File: config.mk
export PLATFORM = sky130hd
export DESIGN_NAME = load_store_unit
export DESIGN_NICKNAME = d
export VERILOG_FILES = /design/src/rtl/load_store_unit.sv
export SDC_FILE = /design/constraint.sdc
export NUM_CORES = 1
export LEC_CHECK = 0
export CAP_MARGIN = 20
export CORE_UTILIZATION = 30
export DETAILED_ROUTE_END_ITERATION = 12
export PLACE_DENSITY = 0.56
export RECOVER_POWER = 50
export SLEW_MARGIN = 25
export SYNTH_ARGS = -nofsm -noshare
export SYNTH_HDL_FRONTEND = slang
export SYNTH_SLANG_ARGS = --single-unit
export TNS_END_PERCENT = 100
File: constraint.sdc
create_clock -name clk -period 2.7 [get_ports clk]
set_clock_uncertainty 0.2 [all_clocks]
set_input_delay 0.405 -clock clk [delete_from_list [all_inputs] [get_ports clk]]
set_output_delay 0.405 -clock clk [all_outputs]
set_load 0.01 [all_outputs]
File: src/rtl/load_store_unit.sv
// Load/store unit: turns byte/halfword/word requests into whole-word data_memory accesses,
// using read-modify-write for sub-word stores and flagging misaligned/out-of-range requests.
module load_store_unit #(
    parameter int unsigned MEM_WORDS   = 256,
    parameter bit          CHECK_RANGE = 1'b1
) (
    input  logic        clk,
    input  logic        rst,
    input  logic        req,
    input  logic [2:0]  op,
    input  logic [31:0] addr,
    input  logic [31:0] wdata,
    output logic        req_ready,
    output logic        busy,
    output logic        done,
    output logic        err,
    output logic [31:0] rdata,
    output logic [31:0] mem_addr,
    output logic [31:0] mem_wdata,
    output logic        mem_we,
    input  logic [31:0] mem_rdata
);

    typedef enum logic [2:0] {
        OpLb  = 3'd0,
        OpLh  = 3'd1,
        OpLw  = 3'd2,
        OpSw  = 3'd3,
        OpLbu = 3'd4,
        OpLhu = 3'd5,
        OpSb  = 3'd6,
        OpSh  = 3'd7
    } op_e;

    typedef enum logic [2:0] {
        StIdle,
        StLoad,
        StWrite,
        StRmwRd,
        StRmwWr,
        StResp,
        StErr
    } state_e;

    state_e      state_q, state_d;
    op_e         op_q, op_d;
    logic [31:0] addr_q, addr_d;
    logic [31:0] wdata_q, wdata_d;
    logic [31:0] buf_q, buf_d;
    logic [31:0] rdata_q, rdata_d;

    op_e         op_in;
    logic        is_load_in;
    logic        is_half_in;
    logic        is_word_in;
    logic        is_sub_store_in;
    logic        misaligned_in;
    logic        out_of_range_in;

    logic [7:0]  byte_sel;
    logic [15:0] half_sel;
    logic [31:0] load_val;
    logic [31:0] merged;

    // Classify the incoming request so the accept edge can pick the next state directly.
    always_comb begin
        op_in           = op_e'(op);
        is_load_in      = 1'b0;
        is_half_in      = 1'b0;
        is_word_in      = 1'b0;
        is_sub_store_in = 1'b0;
        unique case (op_in)
            OpLb, OpLbu: is_load_in = 1'b1;
            OpLh, OpLhu: begin
                is_load_in = 1'b1;
                is_half_in = 1'b1;
            end
            OpLw: begin
                is_load_in = 1'b1;
                is_word_in = 1'b1;
            end
            OpSw: is_word_in = 1'b1;
            OpSb: is_sub_store_in = 1'b1;
            OpSh: begin
                is_half_in      = 1'b1;
                is_sub_store_in = 1'b1;
            end
            default: ;
        endcase
        misaligned_in   = (is_half_in && addr[0]) || (is_word_in && (addr[1:0] != 2'b00));
        out_of_range_in = CHECK_RANGE && ({2'b00, addr[31:2]} >= MEM_WORDS);
    end

    // Little-endian lane extraction and extension for loads.
    always_comb begin
        unique case (addr_q[1:0])
            2'd0: byte_sel = mem_rdata[7:0];
            2'd1: byte_sel = mem_rdata[15:8];
            2'd2: byte_sel = mem_rdata[23:16];
            default: byte_sel = mem_rdata[31:24];
        endcase
        half_sel = addr_q[1] ? mem_rdata[31:16] : mem_rdata[15:0];
        unique case (op_q)
            OpLb:    load_val = {{24{byte_sel[7]}}, byte_sel};
            OpLbu:   load_val = {24'h000000, byte_sel};
            OpLh:    load_val = {{16{half_sel[15]}}, half_sel};
            OpLhu:   load_val = {16'h0000, half_sel};
            default: load_val = mem_rdata;
        endcase
    end

    // Replace the target lane(s) of the captured word with the store data.
    always_comb begin
        merged = buf_q;
        if (op_q == OpSh) begin
            if (addr_q[1]) begin
                merged[31:16] = wdata_q[15:0];
            end else begin
                merged[15:0] = wdata_q[15:0];
            end
        end else begin
            unique case (addr_q[1:0])
                2'd0: merged[7:0]   = wdata_q[7:0];
                2'd1: merged[15:8]  = wdata_q[7:0];
                2'd2: merged[23:16] = wdata_q[7:0];
                default: merged[31:24] = wdata_q[7:0];
            endcase
        end
    end

    always_comb begin
        state_d   = state_q;
        op_d      = op_q;
        addr_d    = addr_q;
        wdata_d   = wdata_q;
        buf_d     = buf_q;
        rdata_d   = rdata_q;
        req_ready = 1'b0;
        done      = 1'b0;
        err       = 1'b0;
        mem_we    = 1'b0;
        mem_wdata = 32'h0000_0000;
        unique case (state_q)
            StIdle: begin
                req_ready = 1'b1;
                if (req) begin
                    op_d    = op_in;
                    addr_d  = addr;
                    wdata_d = wdata;
                    if (misaligned_in || out_of_range_in) begin
                        state_d = StErr;
                    end else if (is_load_in) begin
                        state_d = StLoad;
                    end else if (is_sub_store_in) begin
                        state_d = StRmwRd;
                    end else begin
                        state_d = StWrite;
                    end
                end
            end
            StLoad: begin
                rdata_d = load_val;
                state_d = StResp;
            end
            StWrite: begin
                mem_we    = 1'b1;
                mem_wdata = wdata_q;
                state_d   = StResp;
            end
            StRmwRd: begin
                buf_d   = mem_rdata;
                state_d = StRmwWr;
            end
            StRmwWr: begin
                mem_we    = 1'b1;
                mem_wdata = merged;
                state_d   = StResp;
            end
            StResp: begin
                done    = 1'b1;
                state_d = StIdle;
            end
            StErr: begin
                done    = 1'b1;
                err     = 1'b1;
                state_d = StIdle;
            end
            default: state_d = StIdle;
        endcase
    end

    assign busy     = ~req_ready;
    assign rdata    = rdata_q;
    assign mem_addr = {addr_q[31:2], 2'b00};

    always_ff @(posedge clk or negedge rst) begin
        if (!rst) begin
            state_q <= StIdle;
            op_q    <= OpLb;
            addr_q  <= 32'h0000_0000;
            wdata_q <= 32'h0000_0000;
            buf_q   <= 32'h0000_0000;
            rdata_q <= 32'h0000_0000;
        end else begin
            state_q <= state_d;
            op_q    <= op_d;
            addr_q  <= addr_d;
            wdata_q <= wdata_d;
            buf_q   <= buf_d;
            rdata_q <= rdata_d;
        end
    end

endmodule

==> impl_metrics.json, run 1 <==
{
  "cts_tree": "done",
  "dr.first_iter.drc_count": 444,
  "start_util": 0.3076,
  "yosysSeqAreaShare": 0.4980,
  "final_max_slew_viol_count": 0,
  "drive_above_1_share": 0.1753,
  "setup_slack_ns": -0.08799,
  "wl_um": 22800,
  "crit_arrival_ns": 2.18,
  "hold_depth": 2,
  "die_y_um": 151.8,
  "yosysTopAreaCell": "dfrtp_1",
  "clockBufferDepth": 2,
  "synth_simple_gate_area_frac": 0.2304,
  "grt_pass1_vias": 5823,
  "clk_latency_ns": 0.41,
  "postSynthCellCount": 736,
  "cap_violations": 0,
  "numCtsBuffers": 17,
  "end_kind": "output pin",
  "htree_levels": 4,
  "synth.top_cell.area_share": 0.4980,
  "hold_viol_final": 0,
  "min_to": "addr_q[7]$_DFFE_PN0P_",
  "synth.area.top_cells": "dfrtp_1, nand2_1, mux2_2",
  "rr_worst_depth": 6,
  "grt_max_degree": 62,
  "ys_async_sr_fraction": 1.000,
  "vias": 5896,
  "synth_compound_area_frac": 0.1128,
  "grt_pass1_wl_um": 35540,
  "synth_mux_area_frac": 0.08307,
  "post_drt_wl_per_cell_um": 18.84,
  "synth_ff_type": "dfrtp_1",
  "num_rows": 54,
  "synth_common_cells": "nand2_1, dfrtp_1, buf_4",
  "failed_checks": "setup timing",
  "synth_fa_ha_area_frac": 0,
  "grt_usage": 0.2008,
  "yosysMostFrequentCell": "nand2_1",
  "first_pass_iters": 5,
  "min-delay-start": "addr_q[7]$_DFFE_PN0P_",
  "synth-xor-area-share": 0.001301,
  "syn-mean-instance-area_um2": 9.148,
  "ant_nets": 0,
  "clkPwrFrac": 0.217,
  "final_util": 0.4366,
  "path_class": "reg -> out",
  "die-area_mm2": 0.02304,
  "dpl_cell_area_mm2": 0.008864,
  "ios": 203,
  "cellPowerDensity_mw_per_mm2": 1192,
  "rr_startpoint": "state_q[2]$_DFFE_PN0P_",
  "worstPathRequired_ns": 2.10,
  "drc_errors": 0,
  "finalNetCount": 1020,
  "syn_to_final_growth_pct": 41.96,
  "die_w_um": 151.8,
  "r2r-end": "wdata_q[13]$_DFFE_PN0P_",
  "period_needed_ns": 2.788,
  "setup_viol": 5,
  "swShare": 0.3775,
  "rrSetupSlack_ns": 0.44,
  "p_leak_uw": 0.004352,
  "synthDistinctLibCells": 49,
  "status": "finished with violations",
  "via_per_inst": 4.873,
  "synth-seq-cells": 134,
  "grt_overflow": 0,
  "syn-cell-area_mm2": 0.006733,
  "synth_top_family_by_area": "simple AND/OR/NAND/NOR gates",
  "synth_edf_count": 0,
  "p_sw_uw": 4300,
  "internal_power_uw": 7090,
  "antenna_found_initial": 0,
  "combPwrFrac": 0.459,
  "diodes": 0,
  "core-area_mm2": 0.02189,
  "clock_sinks": 134,
  "slew_headroom": 0.1095,
  "design_area_mm2": 0.009558,
  "min_period_over_period": 1.033,
  "root_buffer": "clkbuf_16",
  "place_congestion": 0.8280,
  "place_hpwl_um": 16500,
  "timing.fmax_mhz": 358.7,
  "min_path_type": "reg -> reg",
  "ys_warn_count": 0,
  "peakVddDrop_mv": 0.4656,
  "crit_path_max_fanout": 8,
  "pwr-share-seq": 0.324,
  "rsz0062_at_grt": "true",
  "numPortBuffers": 200,
  "clk_pin_slew_ns": 0.06,
  "worstSetupStartpointType": "register",
  "worstMarginPinSlew_ns": 1.336
}
==> layout make-up <==
cell class / count / area (um^2)
multi-input cells: 522 / 2957
inverters: 4 / 15.01
fillers: 2218 / 12330
clock inverters: 12 / 176.4
repair buffers: 239 / 2253
well taps: 280 / 350.3
clock buffers: 19 / 452.9
flip-flops and latches: 134 / 3353
==> metrics by stage <==
stage | instances | total power [uW] | setup WS (ns) | hold slack (ns) | setup TNS [ns]
floorplan | 737 | 6562 | 0.6022 | -0.09059 | 0
CTS | 1208 | 11490 | -0.2196 | 0.2758 | -0.4358
global placement | 1166 | 8885 | 0.04012 | 0.1901 | 0
finish | 1210 | 11390 | -0.08799 | 0.2647 | -0.2435
global route | 1210 | 12120 | -0.1910 | 0.2873 | -3.747
detailed placement | 1166 | 8918 | 0.04192 | 0.1918 | 0
==> how the worst max path moves through the flow <==
stage / start / endpoint / slack, ns / depth (start not counted)
finish: op_q[2]$_DFFE_PN0P_ / mem_wdata[26] / -0.09 / 5
global route: op_q[2]$_DFFE_PN0P_ / mem_wdata[26] / -0.19 / 5
CTS: state_q[1]$_DFFE_PN0P_ / mem_wdata[26] / -0.22 / 6
detailed placement: state_q[2]$_DFFE_PN0P_ / mem_wdata[12] / 0.04 / 5
global placement: state_q[2]$_DFFE_PN0P_ / mem_wdata[12] / 0.04 / 6
floorplan: state_q[1]$_DFFE_PN0P_ / mem_wdata[24] / 0.60 / 5
==> what timing repair did <==
item,CTS,global route
setup buffers,9,3
pin swaps,5,11
hold buffers,1,0
endpoints found under the setup margin,32,30
hold endpoints to repair,48,0
gates resized for setup,79,69
gates cloned,1,0
==> cell families (layout without fill, tap and decap cells) <==
logic type,Yosys count,in the layout
flip-flops,134,134
AO/OA/AOI/OAI,110,110
other,1,2
buffers and inverters,81,274
multiplexers,51,51
XOR/XNOR,1,1
AND/OR/NAND/NOR,358,358
==> cells in the final DEF (no fill, tap or decap), types with 6 or more instances in the layout <==
cell,count
a21oi_1,29
a221oi_1,9
a22o_1,11
a22oi_1,8
buf_2,10
buf_4,21
buf_6,12
clkbuf_16,17
clkbuf_2,19
clkdlybuf4s50_1,149
dfrtp_1,134
dlygate4sd3_1,19
mux2_2,37
mux2i_1,12
nand2_1,243
nand2b_1,10
nand3_1,32
nand3b_1,8
nor2_1,31
o21ai_0,19
o21ai_2,6
o221ai_1,8
==> registers in the layout, summed over array words and instances (netlist names) <==
name and cells:
state_q 3, addr_q 32, wdata_q 32, op_q 3, rdata 32, buf_q 32
==> critical path: stages, from the launching register on <==
cell and delay [ns]:
dfrtp_1 0.44, and3_1 0.27, nand2_2 0.20, o221ai_1 0.14, o21ai_1 0.16, clkdlybuf4s50_1 0.55
==> layer usage <==
layer / part of all wire / track usage / vias up
met5: 0 / 0 / -
met4: 0.017 / 0.06190 / 0
met3: 0.059 / 0.05020 / 21
met2: 0.47 / 0.3136 / 189
met1: 0.45 / 0.2729 / 2856
li1: - / - / 2830
==> power by group through the flow <==
| stage | sequential (uW) | combinational [uW] | clock, uW |
|---|---|---|---|
| floorplan | 3510 | 3050 | 0 |
| global placement | 3690 | 5200 | 0 |
| finish | 3680 | 5230 | 2480 |
| global route | 3800 | 5720 | 2600 |
| CTS | 3690 | 5280 | 2520 |
| detailed placement | 3690 | 5230 | 0 |
(Power assumes the default switching activity.)
==> run 2: changes to the inputs <==
- CAP_MARGIN: 20 -> 10
- SLEW_MARGIN: 25 -> 20
==> results of run 2 <==
The final DEF is identical to that of run 1; final timing and power are the same.
